### config.mk
export PLATFORM = sky130hd
export DESIGN_NAME = a2d_spi_slave
export DESIGN_NICKNAME = d
export VERILOG_FILES = /design/src/rtl/a2d_pkg.sv /design/src/rtl/spi_in_sync.sv /design/src/rtl/a2d_spi_slave.sv
export SDC_FILE = /design/constraint.sdc
export NUM_CORES = 1
export LEC_CHECK = 0
export CELL_PAD_IN_SITES_DETAIL_PLACEMENT = 0
export CELL_PAD_IN_SITES_GLOBAL_PLACEMENT = 1
export CORE_AREA = 8 8 104 125
export CTS_CLUSTER_DIAMETER = 60
export DETAILED_ROUTE_END_ITERATION = 7
export DIE_AREA = 0 0 112 133
export GPL_ROUTABILITY_DRIVEN = 0
export HOLD_SLACK_MARGIN = 0.08
export PLACE_DENSITY = 0.88
export SYNTH_ARGS = -nofsm -noshare
export SYNTH_HDL_FRONTEND = slang
export SYNTH_SLANG_ARGS = --single-unit
### constraint.sdc
create_clock -name clk -period 2.5 [get_ports clk]
set_input_delay 0.5 -clock clk [delete_from_list [all_inputs] [get_ports clk]]
set_output_delay 0.5 -clock clk [all_outputs]
set_load 0.005 [all_outputs]
### src/rtl/a2d_pkg.sv
// Shared types and constants for the A2D SPI responder.
// Holds the FSM state type and the command/response field layout.
package a2d_pkg;

  typedef enum logic [1:0] {
    IDLE    = 2'd0,
    SKIP    = 2'd1,
    SHIFT   = 2'd2,
    WAIT_HI = 2'd3
  } a2d_state_t;

  localparam int CMD_CHNL_MSB   = 13;
  localparam int CMD_CHNL_LSB   = 11;
  localparam int SPI_FRAME_BITS = 16;
  localparam int ADC_BITS       = 12;
  localparam int NUM_CH         = 8;

  function automatic logic [SPI_FRAME_BITS-1:0] a2d_resp(
    input logic [NUM_CH*ADC_BITS-1:0] an,
    input logic [2:0]                 c
  );
    return {4'h0, an[ADC_BITS*c +: ADC_BITS]};
  endfunction

endpackage

### src/rtl/spi_in_sync.sv
// Multi-flop synchronizer for one SPI pin with a history flop
// that turns the synchronized level into rise/fall pulses.
module spi_in_sync #(
  parameter int SYNC_STAGES = 2
) (
  input  logic clk,
  input  logic rst_n,
  input  logic d_i,
  output logic level_o,
  output logic rise_o,
  output logic fall_o
);

  logic [SYNC_STAGES-1:0] sync_q;
  logic                   hist_q;

  always_ff @(posedge clk or negedge rst_n) begin
    if (!rst_n) begin
      sync_q <= '0;
      hist_q <= 1'b0;
    end else begin
      sync_q <= {sync_q[SYNC_STAGES-2:0], d_i};
      hist_q <= sync_q[SYNC_STAGES-1];
    end
  end

  assign level_o = sync_q[SYNC_STAGES-1];
  assign rise_o  = level_o & ~hist_q;
  assign fall_o  = ~level_o & hist_q;

endmodule

### src/rtl/a2d_spi_slave.sv
// SPI mode-3 responder modelling an 8-channel 12-bit A2D.
// Define A2D_CMD_CHECK_EN to enable the sticky malformed-frame flag err.
module a2d_spi_slave
  import a2d_pkg::*;
#(
  parameter int SYNC_STAGES = 2
) (
  input  logic        clk,
  input  logic        rst_n,
  input  logic        SS_n,
  input  logic        SCLK,
  input  logic        MOSI,
  input  logic [95:0] analog,
  output logic        MISO,
  output logic [2:0]  chnl,
  output logic        cmd_vld,
  output logic        err
);

  localparam logic [4:0] FRAME_CNT = 5'(SPI_FRAME_BITS);

  logic ss_rise, ss_fall, unused_ss_lvl;
  logic sclk_rise, sclk_fall, unused_sclk_lvl;
  logic mosi_lvl, unused_mosi_rise, unused_mosi_fall;

  spi_in_sync #(.SYNC_STAGES(SYNC_STAGES)) u_ss (
    .clk    (clk),
    .rst_n  (rst_n),
    .d_i    (SS_n),
    .level_o(unused_ss_lvl),
    .rise_o (ss_rise),
    .fall_o (ss_fall)
  );

  spi_in_sync #(.SYNC_STAGES(SYNC_STAGES)) u_sclk (
    .clk    (clk),
    .rst_n  (rst_n),
    .d_i    (SCLK),
    .level_o(unused_sclk_lvl),
    .rise_o (sclk_rise),
    .fall_o (sclk_fall)
  );

  spi_in_sync #(.SYNC_STAGES(SYNC_STAGES)) u_mosi (
    .clk    (clk),
    .rst_n  (rst_n),
    .d_i    (MOSI),
    .level_o(mosi_lvl),
    .rise_o (unused_mosi_rise),
    .fall_o (unused_mosi_fall)
  );

  a2d_state_t  state_q, state_d;
  logic [15:0] tx_q, tx_d;
  logic [15:0] rx_q, rx_d;
  logic [15:0] resp_q, resp_d;
  logic [4:0]  cnt_q, cnt_d;
  logic        bit_q, bit_d;
  logic        pend_q, pend_d;
  logic        have_q, have_d;
  logic [2:0]  chnl_q, chnl_d;
  logic        vld_q, vld_d;

  logic        shift_now, in_frame, full, accept, abort;
  logic [15:0] rx_sh, rx_fin;

  assign shift_now = (state_q == SHIFT) && sclk_fall;
  assign in_frame  = (state_q == SKIP) || (state_q == SHIFT);
  assign full      = (cnt_q == FRAME_CNT);
  assign accept    = ss_rise && in_frame && full;
  assign abort     = ss_rise && in_frame && !full;
  assign rx_sh     = {rx_q[14:0], bit_q};
  // A frame ends on an SCLK rise, so the last bit is still only in bit_q.
  assign rx_fin    = (shift_now || pend_q) ? rx_sh : rx_q;

  always_comb begin
    state_d = state_q;
    tx_d    = tx_q;
    rx_d    = rx_q;
    cnt_d   = cnt_q;
    bit_d   = bit_q;
    pend_d  = pend_q;
    have_d  = have_q;
    chnl_d  = chnl_q;
    vld_d   = 1'b0;
    resp_d  = have_q ? resp_q : a2d_resp(analog, 3'd0);

    unique case (state_q)
      IDLE: begin
        if (ss_fall) begin
          tx_d    = resp_d;
          rx_d    = '0;
          cnt_d   = '0;
          pend_d  = 1'b0;
          state_d = SKIP;
        end
      end
      SKIP: begin
        if (sclk_fall) state_d = SHIFT;
      end
      SHIFT: begin
        if (sclk_rise) begin
          bit_d  = mosi_lvl;
          pend_d = 1'b1;
          if (cnt_q < FRAME_CNT) cnt_d = cnt_q + 5'd1;
        end
        if (sclk_fall) begin
          tx_d   = {tx_q[14:0], 1'b0};
          rx_d   = rx_sh;
          pend_d = 1'b0;
        end
      end
      WAIT_HI: begin
      end
    endcase

    if (ss_rise) begin
      state_d = IDLE;
      if (accept) begin
        rx_d   = rx_fin;
        pend_d = 1'b0;
        chnl_d = rx_fin[CMD_CHNL_MSB:CMD_CHNL_LSB];
        resp_d = a2d_resp(analog, rx_fin[CMD_CHNL_MSB:CMD_CHNL_LSB]);
        have_d = 1'b1;
        vld_d  = 1'b1;
      end
    end
  end

  always_ff @(posedge clk or negedge rst_n) begin
    if (!rst_n) begin
      state_q <= WAIT_HI;
      tx_q    <= '0;
      rx_q    <= '0;
      resp_q  <= '0;
      cnt_q   <= '0;
      bit_q   <= 1'b0;
      pend_q  <= 1'b0;
      have_q  <= 1'b0;
      chnl_q  <= '0;
      vld_q   <= 1'b0;
    end else begin
      state_q <= state_d;
      tx_q    <= tx_d;
      rx_q    <= rx_d;
      resp_q  <= resp_d;
      cnt_q   <= cnt_d;
      bit_q   <= bit_d;
      pend_q  <= pend_d;
      have_q  <= have_d;
      chnl_q  <= chnl_d;
      vld_q   <= vld_d;
    end
  end

`ifdef A2D_CMD_CHECK_EN
  logic err_q, err_d, ovf, bad_cmd;

  assign ovf     = (state_q == SHIFT) && sclk_rise && full;
  assign bad_cmd = accept &&
                   ((|rx_fin[15:14]) || (|rx_fin[10:0]));
  assign err_d   = err_q | abort | ovf | bad_cmd;

  always_ff @(posedge clk or negedge rst_n) begin
    if (!rst_n) err_q <= 1'b0;
    else        err_q <= err_d;
  end

  assign err = err_q;
`else
  logic unused_chk;

  assign unused_chk = abort ^ (^rx_fin[15:14]) ^ (^rx_fin[10:0]);
  assign err        = 1'b0;
`endif

  assign MISO    = tx_q[15];
  assign chnl    = chnl_q;
  assign cmd_vld = vld_q;

endmodule

==> metrics.csv <==
metric,value,unit
Die Span X,112,µm
synthesis-to-finish area growth,38.63,%
syn_nets,497,
total of max-cap violations,0,
compound-gate portion of the synthesized area,23.17,%
Critical Path AT,2.58,ns
CP Cell Sequence,"inv_1, ha_1, nand4_1, nor3_2, buf_4, o211ai_2, a211oi_1, a211oi_2",
root buf cell,clkbuf_16,
die area,14900,µm²
Static Leak,0.002252,µW
Synth Instances,389,
dpl hpwl,8725,µm
Final Instance Area,5464,µm²
Yosys Warn Count,0,
"share of synthesized cell area in and, or, nand and nor gates",11.49,%
IO Port Bufs,105,
largest family of logic cells by synthesized area,compound AO/OA/AOI/OAI gates,
overall via count from detail_route,3414,
Clock Pin Slew Worst Setup and Hold Paths,0.06,ns
Setup Skew,0.009141,ns
H-tree depth,3,
Final Power,3360,µW
design internal power,2390,µW
first-pass GRT wire length,19150,µm
most frequent cells in the layout,"clkdlybuf4s50_1 (104), dfrtp_1 (66), nand2_1 (40)",
Crit Path Class,flip-flop to flip-flop,
switching part of the total,28.86,%
postcts setup bufs,0,
drt via density,5.436,
Crit Path Max Fanout,12,
P per Cell Area,614.9,nW/µm²
Initial Util,36.06,%
Placed Area,5164,µm²
Buf/Inv on CP,2,
CTS Buffer Depth,2,
XOR/XNOR Fraction of Synth Area,0.6667,%
FP Rows,42,
Final Cycle Share,94.82,%
adder-cell share of the synthesized area,2.222,%
Non-Filler Instances,628,
Boundary Pins,107,
initial antenna violation count,0,
DRT Pass-1 Iters,5,
vias in the first global route,3755,
WL/cell,18.43,µm
Mean Syn Cell Area,10.13,µm²
FF-to-FF End,resp_q[4]$_DFF_PN0_,
Top Family by Delay on Critical Path,compound AO/OA/AOI/OAI gates,
Sequential Power Share,40.1,%
Fmax,0.4218,GHz
Overall Global Routing Usage,16.14,%
Tmin final,2.371,ns
worst r2r src,state_q[0]$_DFFE_PN1P_,
"commonest non-fill, non-tap cell in the layout",clkdlybuf4s50_1,
share of post-route cells with drive strength above 1,14.31,%
Final Routed Wirelength,11580,µm
Final #Nets,599,
setup violators final,0,
Ant. Diodes,0,
Worst path slowest cell,dfstp_2,
CTS tree,built,
mux cell area share after synthesis,13.84,%
Clock Latency Late Sink,0.33,ns
crit end category,flip-flop,
clock sinks,68,
Core ar.,10930,µm²
"Hold Violations, Final",0,
maximum vdd drop,246.5,µV
most common flop cell mapped by yosys,dfrtp_1,
count of cell types in the netlist,50,
Die Ht,133,µm
max-slew violation count,0,
RSZ-0062 raised after global routing,true,
mapped cell area,3941,µm²
outcome,"complete, no violations",
Post-synth EDFFs,0,
placed cell count,612,
r2r worst-path depth,8,
max_slew headroom,52.26,%
largest net degree at the start of global routing,33,
"setup slack, reg-to-reg",0.13,ns
CTS Buf Count,9,
#FFs+latches synth,68,
total grt overflow,0,
Post-DRT Antenna Nets,0,
NetSw,969.7,µW
DR DRC count,0,
Worst setup SP type,flip-flop,
slew of the pin with the lowest slew margin,0.7161,ns
Initial DRC Count,208,
Hold WC Path Type,primary input to asynchronous set/reset pin,
Combinational Power Share,22.9,%
Critical Path Max Stage Delay,0.55,ns
Hold Slack,0.1965,ns
post-synthesis sequential area ratio,43.24,%
WP data required,2.70,ns
clock share of power,37.0,%
Post-synth ARST share,100.0,%
-- final cells by class --
cell class | instances | area [µm²]
timing repair buffer | 123 | 1219
clock inverter | 6 | 65.06
inverter | 10 | 37.54
clock buffer | 10 | 229.0
fill | 1004 | 5466
tap | 132 | 165.2
multi-input combinational | 279 | 2044
sequential | 68 | 1704
-- cells in the mapped netlist (2+ instances only) --
library cell	n	area, µm²
nor2b_1	2	12.51
dfstp_2	2	52.55
buf_6	3	33.78
a211oi_1	23	172.7
a22o_1	15	131.4
xor2_1	2	17.52
and3_1	3	18.77
buf_1	2	7.510
o21ai_1	4	20.02
and2_1	10	62.56
clkbuf_1	11	41.29
ha_1	7	87.58
o22ai_1	37	231.5
dfrtp_1	66	1652
nand2b_1	4	25.02
buf_4	3	22.52
nor2_1	18	67.56
nor4b_1	2	17.52
inv_1	10	37.54
mux2_1	10	112.6
nand2_1	40	150.1
a21oi_1	9	45.04
nor3_1	2	10.01
a211oi_2	9	112.6
a31oi_1	2	12.51
nand3b_1	3	22.52
nand4_1	2	12.51
buf_2	13	65.06
o21ai_0	15	75.07
mux2i_1	23	230.2
mux2_2	18	202.7
-- worst register-to-register path: stages, from the launching register on --
cell and delay (ns):
dfstp_2 0.55, inv_1 0.08, ha_1 0.28, nand4_1 0.08, nor3_2 0.21, buf_4 0.24
o211ai_2 0.31, a211oi_1 0.42, a211oi_2 0.08
-- sequential cells by signal (all words and copies together) (netlist names) --
register / flops
rx_q: 14
u_sclk.hist_q: 1
chnl: 3
pend_q: 1
cmd_vld: 1
resp_q: 16
cnt_q: 5
state_q: 2
have_q: 1
u_mosi.sync_q: 2
u_sclk.sync_q: 2
bit_q: 1
u_ss.hist_q: 1
u_ss.sync_q: 2
tx_q: 16
-- routing by layer --
layer	share of wire [%]	global-route usage, %	up-vias
li1	-	-	1643
met1	43	19.32	1638
met2	48	26.98	122
met3	7.2	4.870	11
met4	1.2	5.409	0
met5	0	0	-
-- stage by stage --
| stage | TNS, ns | utilization, % | setup slack (ns) |
|---|---|---|---|
| after global placement | 0 | 47.24 | 0.03430 |
| after floorplan | 0 | - | 0.2167 |
| final | 0 | 49.99 | 0.1294 |
| after global routing | -0.09060 | 49.99 | -0.04019 |
| after CTS | 0 | 49.99 | 0.1234 |
| after detailed placement | -0.05189 | 47.24 | -0.02974 |
-- power groups by stage --
stage / combinational (µW) / clock [µW] / sequential [µW]
after floorplan: 473 / 0 / 1320
after global placement: 741 / 0 / 1350
after detailed placement: 764 / 0 / 1360
after CTS: 771 / 1270 / 1340
after global routing: 867 / 1320 / 1360
final: 770 / 1240 / 1350
-- worst max path at each step --
| stage | startpoint | depth (start not counted) | slack, ns | to |
|---|---|---|---|---|
| 3_3_place_gp | state_q[0]$_DFFE_PN1P_ | 7 | 0.03 | resp_q[7]$_DFF_PN0_ |
| 3_5_place_dp | state_q[0]$_DFFE_PN1P_ | 7 | -0.03 | resp_q[5]$_DFF_PN0_ |
| 4_1_cts | state_q[0]$_DFFE_PN1P_ | 8 | 0.12 | resp_q[4]$_DFF_PN0_ |
| 5_1_grt | state_q[0]$_DFFE_PN1P_ | 8 | -0.04 | resp_q[2]$_DFF_PN0_ |
| 2_1_floorplan | state_q[0]$_DFFE_PN1P_ | 10 | 0.22 | resp_q[11]$_DFF_PN0_ |
| 6_report | state_q[0]$_DFFE_PN1P_ | 8 | 0.13 | resp_q[4]$_DFF_PN0_ |
-- kinds of logic (layout without fill, tap and decap cells) --
family,Yosys count,after routing
fa+ha+maj,7,7
buf+inv,42,149
simple gates,92,92
flops,68,68
mux,51,51
compound gates,125,125
other cells,1,1
xor+xnor,3,3
-- timing repair --
item,CTS,global route
gates resized for setup,1,0
endpoints found under the setup margin,10,3
cloned,0,0
hold endpoints to repair,0,0
hold buffers,0,0
No activity file was read; power rests on OpenSTA's default activity.
